**config.mk**
```make
export PLATFORM = sky130hd
export DESIGN_NAME = sphere_hit_sequencer
export DESIGN_NICKNAME = d
export VERILOG_FILES = /design/src/rtl/sphere_hit_sequencer.sv
export SDC_FILE = /design/constraint.sdc
export NUM_CORES = 1
export LEC_CHECK = 0
export ABC_AREA = 0
export ABC_CLOCK_PERIOD_IN_PS = 3400
export BUFFER_PORTS_ARGS = -buffer_cell sky130_fd_sc_hd__buf_2
export CORE_AREA = 2 2 375 377
export DETAILED_ROUTE_END_ITERATION = 10
export DIE_AREA = 0 0 377 379
export SYNTH_ARGS = -nofsm -noshare
export SYNTH_HDL_FRONTEND = slang
export SYNTH_SLANG_ARGS = --single-unit
```
**constraint.sdc**
```tcl
create_clock -name Clk -period 3.4 [get_ports Clk]
set_input_delay 0.17 -clock Clk [delete_from_list [all_inputs] [get_ports Clk]]
set_output_delay 0.17 -clock Clk [all_outputs]
set_load 0.005 [all_outputs]
```
**src/rtl/sphere_hit_sequencer.sv**
```systemverilog
// Walks a ray through every entry of the sphere table and reports the nearest
// valid hit. One table read (FETCH) and one detector evaluation (TEST) per entry.
module sphere_hit_sequencer #(
    parameter int          NUM_SPHERES = 4,
    parameter int          IDX_W       = 2,
    parameter logic [63:0] TMAX        = 64'h7FFF_FFFF_FFFF_FFFF
) (
    input  logic             Clk,
    input  logic             Reset_n,
    input  logic             in_valid,
    output logic             in_ready,
    input  logic [191:0]     in_ray,
    output logic [IDX_W-1:0] sphere_addr,
    input  logic [191:0]     sphere_rdata,
    output logic [191:0]     det_sphere,
    output logic [191:0]     det_ray,
    output logic [63:0]      det_tbest,
    input  logic [63:0]      det_tnew,
    input  logic             det_collision,
    output logic             out_valid,
    input  logic             out_ready,
    output logic             out_hit,
    output logic [63:0]      out_t,
    output logic [IDX_W-1:0] out_index
);

    typedef enum logic [1:0] {
        IDLE  = 2'd0,
        FETCH = 2'd1,
        TEST  = 2'd2,
        DONE  = 2'd3
    } state_t;

    localparam logic [IDX_W-1:0] LAST_IDX = IDX_W'(NUM_SPHERES - 1);

    state_t           state_r;
    logic [IDX_W-1:0] idx_r;
    logic [IDX_W-1:0] best_idx_r;
    logic [63:0]      best_t_r;
    logic             hit_r;
    logic [191:0]     ray_r;

    logic             accept_s;
    logic [63:0]      final_t_s;
    logic [IDX_W-1:0] final_idx_s;

    // Strictly closer positive hits only; a tie keeps the earlier (lower) index.
    assign accept_s    = det_collision
                         && ($signed(det_tnew) > 64'sd0)
                         && ($signed(det_tnew) < $signed(best_t_r));
    assign final_t_s   = accept_s ? det_tnew : best_t_r;
    assign final_idx_s = accept_s ? idx_r : best_idx_r;

    assign det_sphere = sphere_rdata;
    assign det_ray    = ray_r;
    assign det_tbest  = best_t_r;

    // Sequencer FSM with all handshake and result outputs registered.
    always_ff @(posedge Clk or negedge Reset_n) begin
        if (!Reset_n) begin
            state_r     <= IDLE;
            idx_r       <= '0;
            best_idx_r  <= '0;
            best_t_r    <= TMAX;
            hit_r       <= 1'b0;
            ray_r       <= 192'd0;
            in_ready    <= 1'b1;
            sphere_addr <= '0;
            out_valid   <= 1'b0;
            out_hit     <= 1'b0;
            out_t       <= TMAX;
            out_index   <= '0;
        end else begin
            case (state_r)
                IDLE: begin
                    if (in_valid && in_ready) begin
                        ray_r       <= in_ray;
                        best_t_r    <= TMAX;
                        best_idx_r  <= '0;
                        hit_r       <= 1'b0;
                        idx_r       <= '0;
                        sphere_addr <= '0;
                        in_ready    <= 1'b0;
                        state_r     <= FETCH;
                    end
                end
                FETCH: begin
                    state_r <= TEST;
                end
                TEST: begin
                    if (accept_s) begin
                        best_t_r   <= det_tnew;
                        best_idx_r <= idx_r;
                        hit_r      <= 1'b1;
                    end
                    // The result registers take the post-acceptance view directly.
                    if (idx_r == LAST_IDX) begin
                        sphere_addr <= '0;
                        out_valid   <= 1'b1;
                        out_hit     <= hit_r | accept_s;
                        out_t       <= final_t_s;
                        out_index   <= final_idx_s;
                        state_r     <= DONE;
                    end else begin
                        idx_r       <= idx_r + IDX_W'(1);
                        sphere_addr <= idx_r + IDX_W'(1);
                        state_r     <= FETCH;
                    end
                end
                DONE: begin
                    if (out_ready) begin
                        out_valid <= 1'b0;
                        in_ready  <= 1'b1;
                        state_r   <= IDLE;
                    end
                end
                default: begin
                    state_r     <= IDLE;
                    in_ready    <= 1'b1;
                    out_valid   <= 1'b0;
                    sphere_addr <= '0;
                end
            endcase
        end
    end

endmodule
```
======== After elaboration in Yosys (flattened, before gate mapping) ========
Index checks and enable logic that the tools add are counted.
storage, ports and cells
  flip-flop bits (word level) ............. 334
  output and inout port bits .............. 519
operators by class
  add/sub/neg operators ................... 1
  $lt $le $gt $ge ......................... 2
  eq/ne operators ......................... 9
  multiplexer cells ....................... 22
  bitwise operators ....................... 1
  reductions and logical operators ........ 15
operators with widths
  operator                                                                count
  64-bit two-way mux                                                      2
  64-bit case mux with 2 select lines                                     1
  64-bit by 1-bit > comparator with 1-bit output (second input constant)  1
  64-bit < comparator                                                     1
  2-bit two-way mux                                                       7
  2-bit case mux with 2 select lines                                      3
  3-bit AND reduction                                                     4
  2-bit inequality test (second input constant)                           5
  2-bit case mux with 4 select lines                                      1
  2-bit AND reduction                                                     4
  2-bit == test (second input constant)                                   3
  1-bit case mux with 2 select lines                                      3
  2-bit nonzero test                                                      3
  1-bit two-way mux                                                       5
  1-bit logical AND                                                       3
  2-bit by 1-bit adder with 2-bit output (second input constant)          1
  2-bit by 1-bit == test with 1-bit output (second input constant)        1
  2-bit logical NOT                                                       1
  1-bit bitwise OR                                                        1

======== Logic depth before layout (Yosys ltp) ========
Gate-level depths: netlist of the first run.
  word-level depth ........................ 5
  gate-level depth with buffers ........... 12
  depth with buffers taken out ............ 9

======== Least setup slack after synthesis of the first run ========
No wires, ideal clock.
  path kind ............................... register to register
  from .................................... register best_t_r[54], in the netlist det_tbest[54]
  to ...................................... register best_t_r[10], in the netlist det_tbest[10]
  setup time .............................. 0.062 ns
  data arrival time ....................... 2.878 ns
  required time ........................... 3.338 ns
  slack ................................... 0.460 ns
  cell stages (with the launch flop) ...... 13
  path buffers ............................ 3
  period minus slack after synthesis ...... 2.940 ns
  path through ............................ dfstp_2 > inv_1 > ha_1 > and4_1 > and3_1 > a221oi_1 > a31oi_1 > o41a_1 > buf_2 > nor3_2 > buf_6 > buf_6 > o32a_1
on the way
  longest elaborated chain between the ends .. 4
ends and longest elaborated chain
  item                                 RTL line  source
  start, declared                      39        logic [63:0] best_t_r;
  start signal, assigned               92        best_t_r <= det_tnew;
  64-bit < comparator                  50        && ($signed(det_tnew) < $signed(best_t_r));
  1-bit logical AND                    50
  64-bit two-way mux                   -
  64-bit case mux with 2 select lines  -
No other way between the ends.
A chain may end at the register's enable or synchronous reset.

======== Worst setup path after layout of the first run ========
  from .................................... register best_t_r[51], in the netlist det_tbest[51]
  to ...................................... register best_t_r[33], in the netlist det_tbest[33]
The elaborated chain is that of the path after synthesis.

==> metrics.cfg, run 1 <==
[logic_synthesis]
yosys_warnings = 0
synth_top_area_frac = 0.314
syn_area_per_cell_um2 = 8.99
synth.most_common_cell = nand2_1
synthesis.area_mm2 = 0.0165
synth_edf_count = 0
ys.flop_type = dfrtp_1
synth-seq-cells = 334
yosysSeqAreaShare = 0.515
synth_top_cell_by_area = dfrtp_1
synthCells = 1837
ys_top_cells_by_count = nand2_1 (614), dfrtp_1 (207), buf_4 (192), dfstp_2 (127), clkbuf_1 (89)
synth_cell_types = 44
synth_nets = 2354
synthArstFlopShare = 1.00
netlist_top_cells_area = dfrtp_1 (31%), dfstp_2 (20%), nand2_1 (14%), buf_4 (8.7%), ha_1 (4.8%)

[die]
fp.dieArea_mm2 = 0.143
core_mm2 = 0.139
io_pins = 972
fp.dieH_um = 379
fp.dieW_um = 377
initial_core_util = 0.119
rows = 137

[sta]
min_period_over_period = 0.961
maxSlewViolCount = 0
tightest_slew_ns = 0.890
relSlewSlack = 0.407
finalSetupViolCount = 0
max_freq_mhz = 306
finalHoldViolations = 0
fin_setup_tns_ns = 0
fin_skew_ns = 0.0358
finalCriticalPeriod_ns = 3.27

[critical_path]
cp_max_fo = 29
arrival_ns = 3.81
critPathTopFamily = compound AO/OA/AOI/OAI gates
timing.reg2reg.setup_slack_ns = 0.13
slowest_delay_ns = 0.61
critPathCaptureType = flip-flop
cp_cell_sequence = inv_1 > ha_1 > a21oi_1 > o21ai_0 > a221oi_1 > o221ai_1 > o41a_2 > nor3_4 > buf_12 > buf_8 > o32a_1
cp.required_ns = 3.95
cp_num_buf_inv = 3
cp_slowest_cell = o41a_2
crit_type = flip-flop to flip-flop
start_kind = flip-flop

[pwr]
power_frac_seq = 0.371
p_int_mw = 12.5
p_comb_frac = 0.395
powerDensity_mw_per_mm2 = 843
ir_drop_mv = 0.515
clkPwrFrac = 0.234
leakagePower_nw = 11.9
p_sw_mw = 8.10
switching_share = 0.393

[clock_tree]
cts_buffer_depth = 3
cts_inserted_buffers = 44
cts_root_buffer = clkbuf_16
clock_latency_ns = 0.61
cts_max_level = 2
clkTransAtPathRegs_ns = 0.05
tritoncts = built
cts.sinks = 334

[route]
detail_route.iter0.violations = 1068
via_per_inst = 3.68
vias = 15900
route.detailed.drc = 0
wl_um = 89100
dr.pass1.iters = 5
wl_per_cell_um = 20.7
ant_nets = 0

[placement]
placed_cells_incl_taps = 3965
dp_hpwl_um = 69100
portBuffers = 587
gp_congestion = 0.863

[global_routing]
grt_busiest_layer = met2
use_met1 = 0.134
use_met3 = 0.0450
antenna_found_initial = 28
overflow = 0
use_met2 = 0.201
grt_pass1_vias = 16000
grt_first_pass_wirelength_um = 123000
grt_usage = 0.120
grt_max_degree = 100

[finish]
area_growth_pct = 48.0
fin_nets = 2986
finalNonFillerCells = 4314
drive_gt1_frac = 0.334
fillers = 15500

[status]
status = complete, no violations

[worst_hold_path]
hp-class = input pin to async pin

[run]
maxCapViolCount = 0

## registers in the layout (all words and copies together) (netlist names)
name	count
det_ray	192
hit_r	1
state_r	2
out_index	2
out_valid	1
idx_r	2
det_tbest	64
in_ready	1
out_hit	1
sphere_addr	2
best_idx_r	2
out_t	64
## path summary, 6_finish.rpt
check / startpoint / end / cells after the start
setup / recovery: det_tbest[51]$_DFFE_PN1P_ / det_tbest[33]$_DFFE_PN1P_ / 11
hold / removal: Reset_n / det_ray[143]$_DFFE_PN0P_ / 2
setup reg to reg: det_tbest[51]$_DFFE_PN1P_ / det_tbest[33]$_DFFE_PN1P_ / 11
hold reg to reg: det_ray[101]$_DFFE_PN0P_ / det_ray[101]$_DFFE_PN0P_ / 2
max in group asynchronous: Reset_n / out_t[8]$_DFFE_PN1P_ / 3
min in group Clk: in_ray[14] / det_ray[14]$_DFFE_PN0P_ / 4
## cells by family after synthesis
logic type | after synthesis | synth area share
flip-flops | 334 | 0.515
adder cells (fa/ha/maj) | 64 | 0.0485
AO/OA/AOI/OAI | 266 | 0.110
AND/OR/NAND/NOR | 802 | 0.195
buffers and inverters | 371 | 0.131
## stage by stage
step	power, mW	area (um2)	utilization	setup WS [ns]	hold WS [ns]
after floorplan	11.3	16500	-	0.460	-0.126
after global placement	15.6	20300	0.146	-0.306	0.249
after detailed placement	15.7	20300	0.146	-0.332	0.256
after CTS	21.0	24400	0.176	0.0319	0.185
after global routing	22.3	24500	0.176	-0.00368	0.215
final	20.6	24500	0.176	0.133	0.214
## cell usage in the layout, fill, tap and decap left out, types with 3 or more instances in the layout
master | Yosys | routed
nand4_1 | 13 | 13
dlygate4sd3_1 | 0 | 262
a31oi_1 | 67 | 67
nor2_1 | 73 | 72
inv_1 | 72 | 72
buf_12 | 0 | 11
ha_1 | 64 | 64
clkinv_2 | 0 | 6
bufinv_16 | 0 | 3
clkbuf_8 | 0 | 10
o32a_1 | 63 | 63
nor4_1 | 19 | 19
a21oi_1 | 34 | 34
dfstp_2 | 127 | 127
clkbuf_1 | 89 | 9
inv_6 | 0 | 3
dfrtp_1 | 207 | 207
nand2_1 | 614 | 613
nand3_1 | 70 | 69
clkbuf_16 | 0 | 46
buf_4 | 192 | 22
diode_2 | 0 | 4
buf_2 | 7 | 586
o21ai_0 | 81 | 81
## layer usage
| metal | part of all wire | up-vias |
|---|---|---|
| met5 | 0.00080 | - |
| met4 | 0.049 | 2 |
| met3 | 0.098 | 219 |
| met2 | 0.48 | 865 |
| met1 | 0.38 | 7599 |
| li1 | - | 7199 |
## layout make-up
type	count	area, um2	share of cell area
well taps	1807	2260	0.0925
inverters	72	270	0.0111
clock inverters	16	188	0.00767
multi-input cells	1132	5900	0.241
diodes	4	10.0	0.000409
flip-flops and latches	334	8520	0.348
clock buffers	64	1300	0.0531
repair buffers	885	6010	0.246
## worst reg2reg max path, cell delays in order (launching register included)
cell and delay (ns):
dfstp_2 0.54, inv_1 0.05, ha_1 0.32, a21oi_1 0.15, o21ai_0 0.10, a221oi_1 0.41
o221ai_1 0.26, o41a_2 0.61, nor3_4 0.18, buf_12 0.16, buf_8 0.24, o32a_1 0.20
## what timing repair did
| action | in CTS | in global routing |
|---|---|---|
| cloned | 0 | 2 |
| resized for setup | 3 | 6 |
| hold endpoints to repair | 386 | 0 |
| buffers inserted | 0 | 1 |
| hold buffers | 262 | 0 |
| endpoints found under the setup margin | 120 | 93 |
| pin swaps | 0 | 1 |
## power groups by stage
stage	registers [mW]	logic, mW	clock network (mW)
after floorplan	7.58	3.72	0
after global placement	7.62	7.93	0
after global routing	7.90	9.21	5.16
after detailed placement	7.66	8.02	0
final	7.65	8.14	4.83
after CTS	7.66	8.32	5.01
Note: power is estimated with default switching activity, not from simulation.
==> run 2, diff against run 1 <==
--- a/config.mk
+++ b/config.mk
@@ -8,9 +8,9 @@
 export ABC_AREA = 0
 export ABC_CLOCK_PERIOD_IN_PS = 3400
 export BUFFER_PORTS_ARGS = -buffer_cell sky130_fd_sc_hd__buf_2
-export CORE_AREA = 2 2 375 377
+export CORE_AREA = 2 2 380 382
 export DETAILED_ROUTE_END_ITERATION = 10
-export DIE_AREA = 0 0 377 379
+export DIE_AREA = 0 0 382 384
 export SYNTH_ARGS = -nofsm -noshare
 export SYNTH_HDL_FRONTEND = slang
 export SYNTH_SLANG_ARGS = --single-unit
==> run 2 against run 1 <==
  * Maximum frequency fell by 0.13%
  * Final cell count rose by 2.3%
  * Via count rose by 1.3%
  * Total power rose by 1.9%
  * Global-route usage rose by 0.49 points
  * Largest cell class unchanged
==> metrics.cfg, run 2 (synthesis results as in run 1) <==
[status]
status = complete, no violations

[sta]
finalCriticalPeriod_ns = 3.27
min_period_over_period = 0.962
finalHoldViolations = 0
fin_setup_tns_ns = 0
fin_skew_ns = 0.0380
max_freq_mhz = 306
maxSlewViolCount = 0
relSlewSlack = 0.475
finalSetupViolCount = 0
tightest_slew_ns = 0.788

[finish]
fillers = 16000
drive_gt1_frac = 0.338
final_common_cell = nand2_1
fin_nets = 2991
layout_common_cells = nand2_1 (613), buf_2 (586), dlygate4sd3_1 (257)
final_area_mm2 = 0.0247
area_growth_pct = 49.5
largest_register_ffs = 192

[placement]
gp_congestion = 0.912
portBuffers = 587
dpl_cell_area_mm2 = 0.0205
dp_hpwl_um = 74700

[critical_path]
reg2reg_depth = 10
r2r-start = det_tbest[1]$_DFFE_PN1P_
cp.required_ns = 3.93
crit_type = flip-flop to flip-flop
arrival_ns = 3.81
cp_max_fo = 31
worst_r2r_endpoint = det_tbest[15]$_DFFE_PN1P_
cp_slowest_cell = dfstp_2
slowest_delay_ns = 0.55
start_kind = flip-flop
critPathCaptureType = flip-flop
timing.reg2reg.setup_slack_ns = 0.13
cp_cell_sequence = inv_1 > ha_1 > a2111o_1 > a32oi_1 > a211oi_2 > o41a_2 > nor3_4 > buf_4 > buf_12 > o32a_1

[pwr]
leakagePower_nw = 11.9
ir_drop_mv = 0.428
p_comb_frac = 0.395
switching_share = 0.398
p_int_mw = 12.7
powerDensity_mw_per_mm2 = 851
clkPwrFrac = 0.240
power_frac_seq = 0.365
p_sw_mw = 8.36

[die]
fp.dieW_um = 382
io_pins = 972
initial_core_util = 0.116
fp.dieArea_mm2 = 0.147
rows = 139
core_mm2 = 0.143
fp.dieH_um = 384

[global_routing]
grt_max_degree = 103
grt_pass1_vias = 16400
grt_usage = 0.124
overflow = 0
antenna_found_initial = 36
grt_first_pass_wirelength_um = 131000

[route]
ant_nets = 0
wl_um = 94600
wl_per_cell_um = 21.4
via_per_inst = 3.64
route.detailed.drc = 0
vias = 16100
dr.pass1.iters = 5
detail_route.iter0.violations = 1017

[clock_tree]
cts.sinks = 334
cts_inserted_buffers = 44
cts_max_level = 2
cts_root_buffer = clkbuf_16
cts_buffer_depth = 3
clock_latency_ns = 0.63
tritoncts = built
clkTransAtPathRegs_ns = 0.06

[run]
maxCapViolCount = 0

[worst_hold_path]
hold_end = det_ray[152]$_DFFE_PN0P_
hp-class = input pin to flip-flop
hp-start = in_ray[152]
whs_path_depth = 3

==> run 2: cell count changes in the layout (fill, tap and decap cells not counted), sizes merged <==
| cell | delta |
|---|---|
| clkinvlp | +1 |
| clkinv | -1 |
| inv | +2 |
| buf | +10 |
| clkbuf | -1 |
| diode | -2 |
| dlygate4sd3 | -5 |
==> run 2: worst max-delay path: cells and delay by family (launching register included) <==
| kind | cells | cell delay (ns) |
|---|---|---|
| buffers and inverters | 3 | 0.43 |
| adders and majority gates | 1 | 0.30 |
| DFF | 1 | 0.55 |
| and+or+nand+nor | 1 | 0.15 |
| AOI/OAI and AO/OA | 5 | 1.78 |
==> run 2: through the flow <==
| stage | utilization | setup WS [ns] | hold WS (ns) | std cells | total power, mW |
|---|---|---|---|---|---|
| floorplan | - | 0.460 | -0.126 | 1837 | 11.3 |
| global placement | 0.144 | -0.0716 | 0.277 | 4071 | 15.8 |
| detailed placement | 0.144 | -0.0853 | 0.278 | 4071 | 15.9 |
| CTS | 0.173 | 0.0362 | 0.00515 | 4409 | 21.5 |
| global route | 0.173 | -0.0111 | 0.0160 | 4413 | 22.7 |
| finish | 0.173 | 0.129 | 0.0263 | 4414 | 21.0 |
==> run 2: final cells by class <==
class                   instances  area (um2)  share of cell area
clock buffers                  63        1340              0.0540
diodes                          2        5.00            0.000203
repair buffers                890        6080               0.246
inverters                      72         270              0.0109
clock inverters                18         214             0.00866
flip-flops and latches        334        8520               0.345
multi-input cells            1132        5900               0.239
well taps                    1903        2380              0.0964
==> run 2: per-layer routing <==
metal | vias to the layer above | wire length [um] | global-route usage
met5 | - | 0 | 0
met2 | 865 | 47100 | 0.221
li1 | 7189 | - | -
met3 | 199 | 9310 | 0.0496
met4 | 0 | 3180 | 0.0346
met1 | 7835 | 35100 | 0.136
==> run 2: timing repair <==
action                     in CTS  in global routing
resized for setup               1                  1
gates cloned                    0                  1
setup endpoints to repair      77                 65
hold buffers                  257                  0
hold endpoints to repair      400                  0
pin swaps                       0                  2
buffers inserted                0                  2
==> run 2: how the worst max path moves through the flow <==
stage,end,from,slack (ns)
detailed placement,det_tbest[49]$_DFFE_PN1P_,det_tbest[11]$_DFFE_PN1P_,-0.09
global placement,det_tbest[53]$_DFFE_PN1P_,det_tbest[11]$_DFFE_PN1P_,-0.07
floorplan,det_tbest[10]$_DFFE_PN1P_,det_tbest[54]$_DFFE_PN1P_,0.46
CTS,det_tbest[49]$_DFFE_PN1P_,det_tbest[1]$_DFFE_PN1P_,0.04
finish,det_tbest[15]$_DFFE_PN1P_,det_tbest[1]$_DFFE_PN1P_,0.13
global route,out_t[8]$_DFFE_PN1P_,det_tbest[46]$_DFFE_PN1P_,-0.01
==> run 2: power groups by stage <==
stage                     registers, mW  logic, mW  clock network [mW]
after detailed placement           7.66       8.26                   0
final                              7.67       8.30                5.04
after floorplan                    7.58       3.72                   0
after global routing               7.93       9.39                5.40
after global placement             7.61       8.20                   0
after CTS                          7.66       8.58                5.27
